--- src/rtl/i_fetch_pkg.sv ---
// Shared types and helpers for the pipelined instruction-fetch router.
//   ILLEGAL_INSTR  : word returned for illegal fetches
//   rsp_t          : response payload {err, data}
//   region_of()    : region index from the top bits of a byte address
//   word_addr_of() : in-region word address (drops region and byte bits)
package i_fetch_pkg;

   localparam int unsigned XLEN = 32;
   localparam logic [XLEN-1:0] ILLEGAL_INSTR = 32'h0000_0000;

   typedef struct packed {
      logic            err;
      logic [XLEN-1:0] data;
   } rsp_t;

   function automatic logic [31:0] region_of(input logic [31:0] addr,
                                             input int unsigned addr_len,
                                             input int unsigned region_bits);
      return (addr >> (addr_len - region_bits)) & ((32'd1 << region_bits) - 32'd1);
   endfunction

   function automatic logic [31:0] word_addr_of(input logic [31:0] addr,
                                                input int unsigned addr_len,
                                                input int unsigned region_bits);
      return (addr & ((32'd1 << (addr_len - region_bits)) - 32'd1)) >> 2;
   endfunction

endpackage

--- src/rtl/i_fetch_mux_if.sv ---
// Fetch-router bus: core request/response channels plus the memory read port.
//   master : core and instruction memories (drive requests, read data, rsp_ready)
//   slave  : the router (drives req_ready, responses, memory enables/address)
interface i_fetch_mux_if #(
   parameter int unsigned XLEN        = 32,
   parameter int unsigned ADDR_LEN    = 14,
   parameter int unsigned NUM_REGIONS = 2
);
   localparam int unsigned REGION_BITS = $clog2(NUM_REGIONS);
   localparam int unsigned MEM_AW      = ADDR_LEN - REGION_BITS - 2;

   logic                        flush;
   logic                        req_valid;
   logic                        req_ready;
   logic [ADDR_LEN-1:0]         req_addr;
   logic                        rsp_valid;
   logic                        rsp_ready;
   logic [XLEN-1:0]             rsp_data;
   logic                        rsp_err;
   logic [NUM_REGIONS-1:0]      mem_en;
   logic [MEM_AW-1:0]           mem_addr;
   logic [NUM_REGIONS*XLEN-1:0] mem_rdata;

   modport master (
      output flush, req_valid, req_addr, rsp_ready, mem_rdata,
      input  req_ready, rsp_valid, rsp_data, rsp_err, mem_en, mem_addr
   );

   modport slave (
      input  flush, req_valid, req_addr, rsp_ready, mem_rdata,
      output req_ready, rsp_valid, rsp_data, rsp_err, mem_en, mem_addr
   );
endinterface

--- src/rtl/i_fetch_rsp_fifo.sv ---
// Response buffer: synchronous FIFO of rsp_t with a registered head.
//   clk, rstb   : clock, async active-low reset
//   push_i      : write push_data_i at the tail
//   pop_i       : drop the head (only while occ_o != 0)
//   clear_i     : empty the FIFO; overrides push/pop
//   occ_o       : current occupancy
//   head_o      : oldest entry (zero out of reset)
module i_fetch_rsp_fifo #(
   parameter int unsigned DEPTH = 2,
   parameter int unsigned OCC_W = $clog2(DEPTH + 1)
) (
   input  logic               clk,
   input  logic               rstb,
   input  logic               push_i,
   input  i_fetch_pkg::rsp_t  push_data_i,
   input  logic               pop_i,
   input  logic               clear_i,
   output logic [OCC_W-1:0]   occ_o,
   output i_fetch_pkg::rsp_t  head_o
);
   import i_fetch_pkg::*;

   localparam int unsigned PTR_W = $clog2(DEPTH);

   rsp_t             mem_q [DEPTH];
   logic [PTR_W-1:0] rd_ptr_q, wr_ptr_q;
   logic [OCC_W-1:0] occ_q;

   // Pointer wrap that also works for non-power-of-two depths.
   function automatic logic [PTR_W-1:0] ptr_inc(input logic [PTR_W-1:0] p);
      return (p == PTR_W'(DEPTH - 1)) ? '0 : p + PTR_W'(1);
   endfunction

   always_ff @(posedge clk or negedge rstb) begin
      if (!rstb) begin
         rd_ptr_q <= '0;
         wr_ptr_q <= '0;
         occ_q    <= '0;
         for (int i = 0; i < int'(DEPTH); i++) mem_q[i] <= '0;
      end else if (clear_i) begin
         rd_ptr_q <= '0;
         wr_ptr_q <= '0;
         occ_q    <= '0;
      end else begin
         if (push_i) begin
            mem_q[wr_ptr_q] <= push_data_i;
            wr_ptr_q        <= ptr_inc(wr_ptr_q);
         end
         if (pop_i) rd_ptr_q <= ptr_inc(rd_ptr_q);
         occ_q <= occ_q + OCC_W'(push_i) - OCC_W'(pop_i);
      end
   end

   assign occ_o  = occ_q;
   assign head_o = mem_q[rd_ptr_q];

endmodule

--- src/rtl/i_fetch_mux.sv ---
// Pipelined instruction-fetch router: decodes each fetch to a region, issues a
// one-cycle synchronous memory read, and returns {data, err} through a buffered
// valid/ready response channel with branch flush.
//   clk, rstb : clock, async active-low reset
//   bus       : slave side of i_fetch_mux_if (request, response, memory port)
module i_fetch_mux #(
   parameter int unsigned            XLEN        = 32,
   parameter int unsigned            ADDR_LEN    = 14,
   parameter int unsigned            NUM_REGIONS = 2,
   parameter logic [NUM_REGIONS-1:0] REGION_EN   = {NUM_REGIONS{1'b1}},
   parameter int unsigned            RSP_DEPTH   = 2
) (
   input logic          clk,
   input logic          rstb,
   i_fetch_mux_if.slave bus
);
   import i_fetch_pkg::*;

   localparam int unsigned REGION_BITS = $clog2(NUM_REGIONS);
   localparam int unsigned MEM_AW      = ADDR_LEN - REGION_BITS - 2;
   localparam int unsigned OCC_W       = $clog2(RSP_DEPTH + 1);
   localparam int unsigned CNT_W       = OCC_W + 1;

   logic [REGION_BITS-1:0] region_c;
   logic                   bad_c, acc_c, pop_c, push_c, req_ready_c;
   logic [NUM_REGIONS-1:0] mem_en_c;
   logic [XLEN-1:0]        rd_word_c;
   logic [CNT_W-1:0]       committed_c;
   logic                   p_valid_q, p_err_q;
   logic [REGION_BITS-1:0] p_region_q;
   logic [OCC_W-1:0]       occ;
   rsp_t                   push_data_c, head;

   // Address decode.
   assign region_c = REGION_BITS'(region_of(32'(bus.req_addr), ADDR_LEN, REGION_BITS));
   assign bus.mem_addr = MEM_AW'(word_addr_of(32'(bus.req_addr), ADDR_LEN, REGION_BITS));
   assign bad_c = (bus.req_addr[1:0] != 2'b00) || !REGION_EN[region_c];

   // Reserve a buffer slot for every read in flight: memory data cannot be re-read.
   assign pop_c       = bus.rsp_valid && bus.rsp_ready;
   assign committed_c = CNT_W'(occ) + CNT_W'(p_valid_q) - CNT_W'(pop_c);
   assign req_ready_c = rstb && (bus.flush || (committed_c < CNT_W'(RSP_DEPTH)));
   assign bus.req_ready = req_ready_c;
   assign acc_c = bus.req_valid && req_ready_c;

   // One-hot read enable, suppressed for illegal fetches.
   always_comb begin
      mem_en_c = '0;
      for (int r = 0; r < int'(NUM_REGIONS); r++) begin
         if (acc_c && !bad_c && (region_c == REGION_BITS'(r))) mem_en_c[r] = 1'b1;
      end
   end
   assign bus.mem_en = mem_en_c;

   // Stage P: remember what was issued last cycle.
   always_ff @(posedge clk or negedge rstb) begin
      if (!rstb) begin
         p_valid_q  <= 1'b0;
         p_err_q    <= 1'b0;
         p_region_q <= '0;
      end else begin
         p_valid_q <= acc_c;
         if (acc_c) begin
            p_err_q    <= bad_c;
            p_region_q <= region_c;
         end
      end
   end

   // Select the returning read word of the region issued last cycle.
   always_comb begin
      rd_word_c = '0;
      for (int r = 0; r < int'(NUM_REGIONS); r++) begin
         if (p_region_q == REGION_BITS'(r)) rd_word_c = bus.mem_rdata[r*XLEN +: XLEN];
      end
   end

   // Capture into the buffer; a flush drops the read that is returning now.
   assign push_c           = p_valid_q && !bus.flush;
   assign push_data_c.err  = p_err_q;
   assign push_data_c.data = p_err_q ? ILLEGAL_INSTR : rd_word_c;

   i_fetch_rsp_fifo #(
      .DEPTH (RSP_DEPTH),
      .OCC_W (OCC_W)
   ) u_rsp_fifo (
      .clk         (clk),
      .rstb        (rstb),
      .push_i      (push_c),
      .push_data_i (push_data_c),
      .pop_i       (pop_c),
      .clear_i     (bus.flush),
      .occ_o       (occ),
      .head_o      (head)
   );

   assign bus.rsp_valid = (occ != '0);
   assign bus.rsp_data  = head.data;
   assign bus.rsp_err   = head.err;

endmodule

--- src/flat_wrapper.sv ---
// flat-port wrapper written by rule: the top's interface ports become plain ports
module i_fetch_mux_flat import i_fetch_pkg::*;
#(
   parameter int unsigned            XLEN        = 32,
   parameter int unsigned            ADDR_LEN    = 14,
   parameter int unsigned            NUM_REGIONS = 2,
   parameter logic [NUM_REGIONS-1:0] REGION_EN   = {NUM_REGIONS{1'b1}},
   parameter int unsigned            RSP_DEPTH   = 2
)
  (clk, rstb, bus_flush, bus_req_valid, bus_req_addr, bus_rsp_ready, bus_mem_rdata, bus_req_ready, bus_rsp_valid, bus_rsp_data, bus_rsp_err, bus_mem_en, bus_mem_addr);
  i_fetch_mux_if #(.XLEN(XLEN), .ADDR_LEN(ADDR_LEN), .NUM_REGIONS(NUM_REGIONS)) bus_i ();
  input logic clk;
  input logic rstb;
  input wire logic [$bits(bus_i.flush)-1:0] bus_flush;
  input wire logic [$bits(bus_i.req_valid)-1:0] bus_req_valid;
  input wire logic [$bits(bus_i.req_addr)-1:0] bus_req_addr;
  input wire logic [$bits(bus_i.rsp_ready)-1:0] bus_rsp_ready;
  input wire logic [$bits(bus_i.mem_rdata)-1:0] bus_mem_rdata;
  output wire logic [$bits(bus_i.req_ready)-1:0] bus_req_ready;
  output wire logic [$bits(bus_i.rsp_valid)-1:0] bus_rsp_valid;
  output wire logic [$bits(bus_i.rsp_data)-1:0] bus_rsp_data;
  output wire logic [$bits(bus_i.rsp_err)-1:0] bus_rsp_err;
  output wire logic [$bits(bus_i.mem_en)-1:0] bus_mem_en;
  output wire logic [$bits(bus_i.mem_addr)-1:0] bus_mem_addr;
  assign bus_i.flush = bus_flush;
  assign bus_i.req_valid = bus_req_valid;
  assign bus_i.req_addr = bus_req_addr;
  assign bus_i.rsp_ready = bus_rsp_ready;
  assign bus_i.mem_rdata = bus_mem_rdata;
  assign bus_req_ready = bus_i.req_ready;
  assign bus_rsp_valid = bus_i.rsp_valid;
  assign bus_rsp_data = bus_i.rsp_data;
  assign bus_rsp_err = bus_i.rsp_err;
  assign bus_mem_en = bus_i.mem_en;
  assign bus_mem_addr = bus_i.mem_addr;
  i_fetch_mux #(.XLEN(XLEN), .ADDR_LEN(ADDR_LEN), .NUM_REGIONS(NUM_REGIONS), .REGION_EN(REGION_EN), .RSP_DEPTH(RSP_DEPTH)) u_core (.clk(clk), .rstb(rstb), .bus(bus_i));
endmodule
--- config.mk ---
export PLATFORM = sky130hd
export DESIGN_NAME = i_fetch_mux_flat
export DESIGN_NICKNAME = d
export VERILOG_FILES = /design/src/rtl/i_fetch_pkg.sv /design/src/rtl/i_fetch_mux_if.sv /design/src/rtl/i_fetch_rsp_fifo.sv /design/src/rtl/i_fetch_mux.sv /design/src/flat_wrapper.sv
export SDC_FILE = /design/constraint.sdc
export NUM_CORES = 1
export LEC_CHECK = 0
export BUFFER_PORTS_ARGS = -buffer_cell sky130_fd_sc_hd__buf_4
export CAP_MARGIN = 20
export CORE_ASPECT_RATIO = 0.9
export CORE_MARGIN = 4
export CORE_UTILIZATION = 51
export DETAILED_ROUTE_END_ITERATION = 6
export PLACE_DENSITY = 0.78
export SYNTH_ARGS = -nofsm -noshare
export SYNTH_HDL_FRONTEND = slang
export SYNTH_HIERARCHICAL = 1
export SYNTH_SLANG_ARGS = --single-unit
--- constraint.sdc ---
create_clock -name clk -period 4.4 [get_ports clk]
set_input_delay 1.1 -clock clk [delete_from_list [all_inputs] [get_ports clk]]
set_output_delay 1.1 -clock clk [all_outputs]
set_load 0.005 [all_outputs]
==> results of run 1 <==
## worst register-to-register path, cell delays in order, from the launching register on
cell and delay [ns]:
dfrtp_1 0.41, inv_1 0.11, nand2_1 0.07, and2_1 0.19, ha_1 0.30, nor2b_1 0.14
fa_1 0.45, nand3b_1 0.19, o21ai_2 0.25, mux2_4 0.32
## registers in the layout, indices dropped and copies added, names as in the netlist
signal and count:
u_core/u_rsp_fifo/occ_o 2, u_core/p_err_q 1, u_core/p_valid_q 1, u_core/u_rsp_fifo/mem_q 66, u_core/p_region_q 1, u_core/u_rsp_fifo/wr_ptr_q 1, u_core/u_rsp_fifo/rd_ptr_q 1
## final cells by class
class / count / area (um2) / area share [%]
inverters: 6 / 22.5 / 0.472
flip-flops and latches: 73 / 1830 / 38.3
well taps: 93 / 116 / 2.44
repair buffers: 113 / 848 / 17.8
multi-input cells: 191 / 1810 / 38.0
clock inverters: 2 / 10.0 / 0.210
clock buffers: 11 / 131 / 2.75
## cells by family (layout without fill, tap and decap cells)
kind of cell / Yosys count / count (layout) / share of synthesized area (%)
buf+inv: 35 / 132 / 6.13
mux: 133 / 133 / 37.7
fa+ha+maj: 4 / 4 / 1.48
xor+xnor: 4 / 4 / 1.26
compound gates: 2 / 2 / 0.420
simple gates: 48 / 48 / 5.94
flops: 73 / 73 / 47.1
## final timing paths
check,end,slack [ns],cells past startpoint
setup / recovery,bus_mem_en[1],0.28,9
hold / removal,u_core/u_rsp_fifo/mem_q[41],0.49,1
setup reg to reg,u_core/p_region_q,1.86,9
hold reg to reg,u_core/u_rsp_fifo/mem_q[41],0.49,1
max in group asynchronous,u_core/p_region_q,2.80,2
min in group asynchronous,u_core/u_rsp_fifo/occ_o[1],0.70,1
## layer usage
metal / vias to the layer above / global-route usage, % / part of all wire [%]
li1: 1213 / - / -
met1: 1240 / 23.0 / 43
met2: 68 / 30.9 / 50
met3: 13 / 5.17 / 6.2
met4: 0 / 5.80 / 1.3
met5: - / 0 / 0
## where the power goes
group / switching, mW / total (mW) / internal, mW
Clock: 0.216 / 0.410 / 0.194
Combinational: 0.353 / 0.909 / 0.556
Sequential: 0.172 / 1.00 / 0.831
## cells in the mapped netlist, drive strengths merged, types with 2 or more instances
cell type    n  area [um2]
dfrtp       73        1830
buf         21         155
ha           3        37.5
nand3b       2        18.8
xnor2        3        26.3
nor2b        2        12.5
nor2        37         139
mux2i       33         330
inv          6        22.5
mux2       100        1130
clkbuf       8        60.1
## stage by stage
| stage | instance area [um2] | util (%) | cells |
|---|---|---|---|
| 2_1_floorplan | 3880 | - | 299 |
| 3_3_place_gp | 4630 | 64.1 | 476 |
| 3_5_place_dp | 4630 | 64.1 | 476 |
| 4_1_cts | 4770 | 66.1 | 489 |
| 5_1_grt | 4770 | 66.1 | 489 |
| 6_report | 4770 | 66.1 | 489 |
==> out/metrics.cfg, run 1 <==
[global_route]
grt_pass1_wl_mm=13.4
grt_pass1_vias=2853
grt_util_all_layers_pct=18.5
grt_antenna_before_repair=0
grt_overflow=0
grt_max_degree=41

[setup_path]
cp-start-kind=input port
timing.rr.start=u_core/u_rsp_fifo/occ_o[1]
crit_buf_inv=2
critPathMaxStageDelay_ns=0.45
startpoint=bus_rsp_ready
slowest_stage=fa_1
critPathArrivalTime_ns=3.02
cp_max_fo=5
crit_path_end_kind=output pin
cp_top_family=adder cells
crit_required_ns=3.30
cp_common_cell=buf_4
crit_chain=buf_4 > and2_1 > ha_1 > nor2b_1 > fa_1 > nand3b_1 > o21ai_2 > and3_2 > buf_4
worst-setup-path-type=in -> out

[synthesis]
synth-edff-count=0
syn_area_um2=3880
synthCells=299
synth_seq_cells=73
synthArstFlopShare_pct=100
ys_warn_count=6
synth_cell_types=28
synth_nets=386
ys.flop_type=dfrtp_1
avgSynthCellArea_um2=13.0
yosysSeqAreaShare_pct=47.1

[placed_design]
globalplace.congestion=0.746
io_buffers=108
pre_cts_ws_ns=0.275
hpwl_mm=5.54

[route]
via_per_inst=5.18
vias=2534
drt_iter0_markers=59
totalWireLength_mm=8.00
first_pass_iters=4
antenna_left=0
drcViolationCount=0
routedWlPerCell_um=16.4

[clock_tree]
cts-buffers-inserted=9
cts_root_buf=clkbuf_8
cts_buffer_depth=2
cts_resized=0
cts_setup_buffers=0
cts_tree=done
cts.htree.levels=3
cts.sinks=73
clk_pin_slew_worst_paths_ns=0.07
cts_hold_buf=0
clk_latency_ns=0.34

[timing]
rsz0062_at_grt=no
tightest_slew_ns=0.959
finalSetupTns_ns=0
hold_viol=0
min_period_over_period_pct=93.6
fin_skew_ns=0.0124
holdWs_ns=0.490
drv_slew=0
period_needed_ns=4.12
slew-limit-headroom_pct=36.1
setup_ws_ns=0.281
setup_violations=0
clock.fmax_mhz=243

[cells_and_area]
num_antenna_cells=0
syn_to_final_growth_pct=23.0
drive_above_1_share_pct=57.8
fill_cells=576
finish.net_count=481
final_common_cell=buf_4
final_cell_mix=113 x buf_4, 97 x mux2_2, 72 x dfrtp_1, 37 x nor2_1, 33 x mux2i_1

[hold_path]
hp-start=u_core/u_rsp_fifo/mem_q[41]
hold_path.class=reg -> reg

[power]
ir_drop_uv=319
p_leak_nw=2.52
finalPower_mw=2.32
p_per_area_nw_per_um2=487

[floorplanning]
die_h_um=90.7
start_util_pct=53.7
core_region_area_um2=7220
die_w_um=99.9
die_area_um2=9060
fp-row-count=29
io_pins=131

[job]
max_cap_violations=0

[outcome]
status=completed

Note: power is estimated with default switching activity, not from simulation.
==> run 2, diff against run 1 <==
- PLACE_DENSITY: 0.78 -> 0.77
- SYNTH_HIERARCHICAL: 1 -> default
==> run 2 against run 1 <==
Net effect:
- wire length fell by 0.49%
- flip-flop and latch count stayed put
- largest power group is now combinational logic
- maximum frequency is 12% higher
- largest cell class is now multi-input gates
- worst setup slack better by 0.43 ns
- sequential power grew 10%
==> out/metrics.cfg, run 2 <==
[setup_path]
cp-start-kind=input port
crit_required_ns=3.30
crit_chain=buf_4 > nand2_1 > nor2_1 > fa_1 > xnor2_1 > a41o_1 > nand2_1 > nor2_1 > buf_4
cp_max_fo=5
cp_top_family=adder cells
path_depth=9
slowest_stage=fa_1
critPathArrivalTime_ns=2.59
reg2regPathDepth=7
crit_path_end_kind=output pin
critPathMaxStageDelay_ns=0.41
worst-setup-path-type=in -> out
reg2reg_setup_slack_ns=2.07
crit_buf_inv=2

[route]
first_pass_iters=3
totalWireLength_mm=7.96
antenna_left=0
drcViolationCount=0
vias=2529
routedWlPerCell_um=16.2
via_per_inst=5.14
drt_iter0_markers=69

[floorplanning]
fp-row-count=30
core_region_area_um2=7580
die_area_um2=9280
die_h_um=91.8
io_pins=131
start_util_pct=52.5
die_w_um=101

[timing]
clock.fmax_mhz=271
rsz0062_at_grt=no
slew-limit-headroom_pct=34.7
finalSetupTns_ns=0
tightest_slew_ns=0.980
period_needed_ns=3.69
setup_violations=0
hold_viol=0
min_period_over_period_pct=83.9
fin_skew_ns=0.0106
drv_slew=0

[outcome]
status=completed

[synthesis]
ys_warn_count=0
synth_nets=383
yosysSeqAreaShare_pct=45.9
ys.flop_type=dfrtp_1
synth-edff-count=0
yosys.area.top_type=dfrtp_1
synth_most_common_cell=dfrtp_1
synth_top_area_share_pct=45.9
ys_top_cells_by_count=73 x dfrtp_1, 70 x mux2_2, 38 x nor2_1
synth_seq_cells=73
syn_area_um2=3980
synth_cell_types=27
synthCells=298
synth_area_leaders=dfrtp_1 46%, mux2_2 20%, mux2_4 11%
avgSynthCellArea_um2=13.4
synthArstFlopShare_pct=100

[cells_and_area]
top_register=u_core.u_rsp_fifo.mem_q
finish.net_count=476
finalCoreUtilization_pct=64.4
drive_above_1_share_pct=59.1
num_antenna_cells=0
largest_reg_flops=66
syn_to_final_growth_pct=22.6
final_common_cell=buf_4
final_cell_mix=112 x buf_4, 72 x dfrtp_1, 70 x mux2_2, 38 x nor2_1, 32 x mux2i_1

[global_route]
grt_max_degree=74
grt_pass1_vias=2700
grt_util_all_layers_pct=17.6
grt_pass1_wl_mm=12.9
grt_antenna_before_repair=0
grt_overflow=0

[clock_tree]
cts_buffer_depth=2
cts_root_buf=clkbuf_8
clk_pin_slew_worst_paths_ns=0.06
cts-buffers-inserted=9
clk_latency_ns=0.34
cts.htree.levels=3
cts_tree=done
cts_hold_buf=0
cts_resized=0
cts.sinks=73
cts_setup_buffers=0

[power]
p_leak_nw=2.53
p_per_area_nw_per_um2=556
finalPower_mw=2.71
ir_drop_uv=364

[placed_design]
hpwl_mm=5.31
globalplace.congestion=0.710
io_buffers=108

[job]
max_cap_violations=0

[hold_path]
hold_path.class=reg -> reg
holdPathStages=1

## run 2: cell types whose count changed after synthesis, moves of 2 or more
cell,delta
and3_1,+2
mux2_1,-2
buf_12,+3
nor2b_4,+2
buf_2,+3
buf_4,-4
mux2_4,+29
xor2_1,+3
nand2_1,+2
inv_1,-6
a21oi_1,+2
mux2_2,-27
ha_1,-2
clkbuf_8,-2
## run 2: kinds of logic (layout without fill, tap and decap cells)
group,count (synthesis),count (layout),share of synthesized area [%]
mux,132,132,39.2
fa+ha+maj,2,2,0.817
simple gates,51,51,5.97
flops,73,73,45.9
buf+inv,30,128,6.13
xor+xnor,6,6,1.32
compound gates,4,4,0.692
## run 2: worst paths after layout
kind                                             start                          end
setup reg to reg            u_core.u_rsp_fifo.occ_o[1]            u_core.p_region_q
setup / recovery                         bus_rsp_ready                bus_mem_en[0]
hold / removal             u_core.u_rsp_fifo.mem_q[13]  u_core.u_rsp_fifo.mem_q[13]
hold reg to reg            u_core.u_rsp_fifo.mem_q[13]  u_core.u_rsp_fifo.mem_q[13]
min in group asynchronous                         rstb             u_core.p_valid_q
max in group asynchronous                         rstb            u_core.p_region_q
## run 2: final cells by class
class                      instances  area (um2)
fill                             612        2700
sequential                        73        1830
tap                               96         120
clock buffer                      11         151
clock inverter                     5        30.0
timing repair buffer             112         841
multi-input combinational        195        1910
## run 2: power breakdown
group          leakage (nW)  switching (mW)  internal (mW)
Clock                0.0911           0.239          0.232
Combinational          1.47           0.422          0.724
Sequential            0.977           0.206          0.889
## run 2: through the flow
stage	std cells	area, um2	setup slack [ns]	hold WS, ns
6_report	492	4880	0.710	0.504
3_3_place_gp	476	4700	0.739	0.481
3_5_place_dp	476	4700	0.708	0.490
4_1_cts	492	4880	0.709	0.505
2_1_floorplan	298	3980	1.03	0.474
5_1_grt	492	4880	0.585	0.520
## run 2: per-layer routing
| layer | vias to the layer above | wire length (um) | track usage (%) |
|---|---|---|---|
| met4 | 0 | 40 | 3.99 |
| met1 | 1239 | 3610 | 23.5 |
| met2 | 81 | 3800 | 27.6 |
| li1 | 1203 | - | - |
| met5 | - | 0 | 0 |
| met3 | 6 | 510 | 6.08 |
## run 2: worst register-to-register path: stages, from the launching register on
cell and delay (ns):
dfrtp_1 0.45, or2_2 0.33, nand2_1 0.13, nor2_1 0.07, fa_1 0.41, xnor2_1 0.19, a41o_1 0.28, mux2_2 0.36
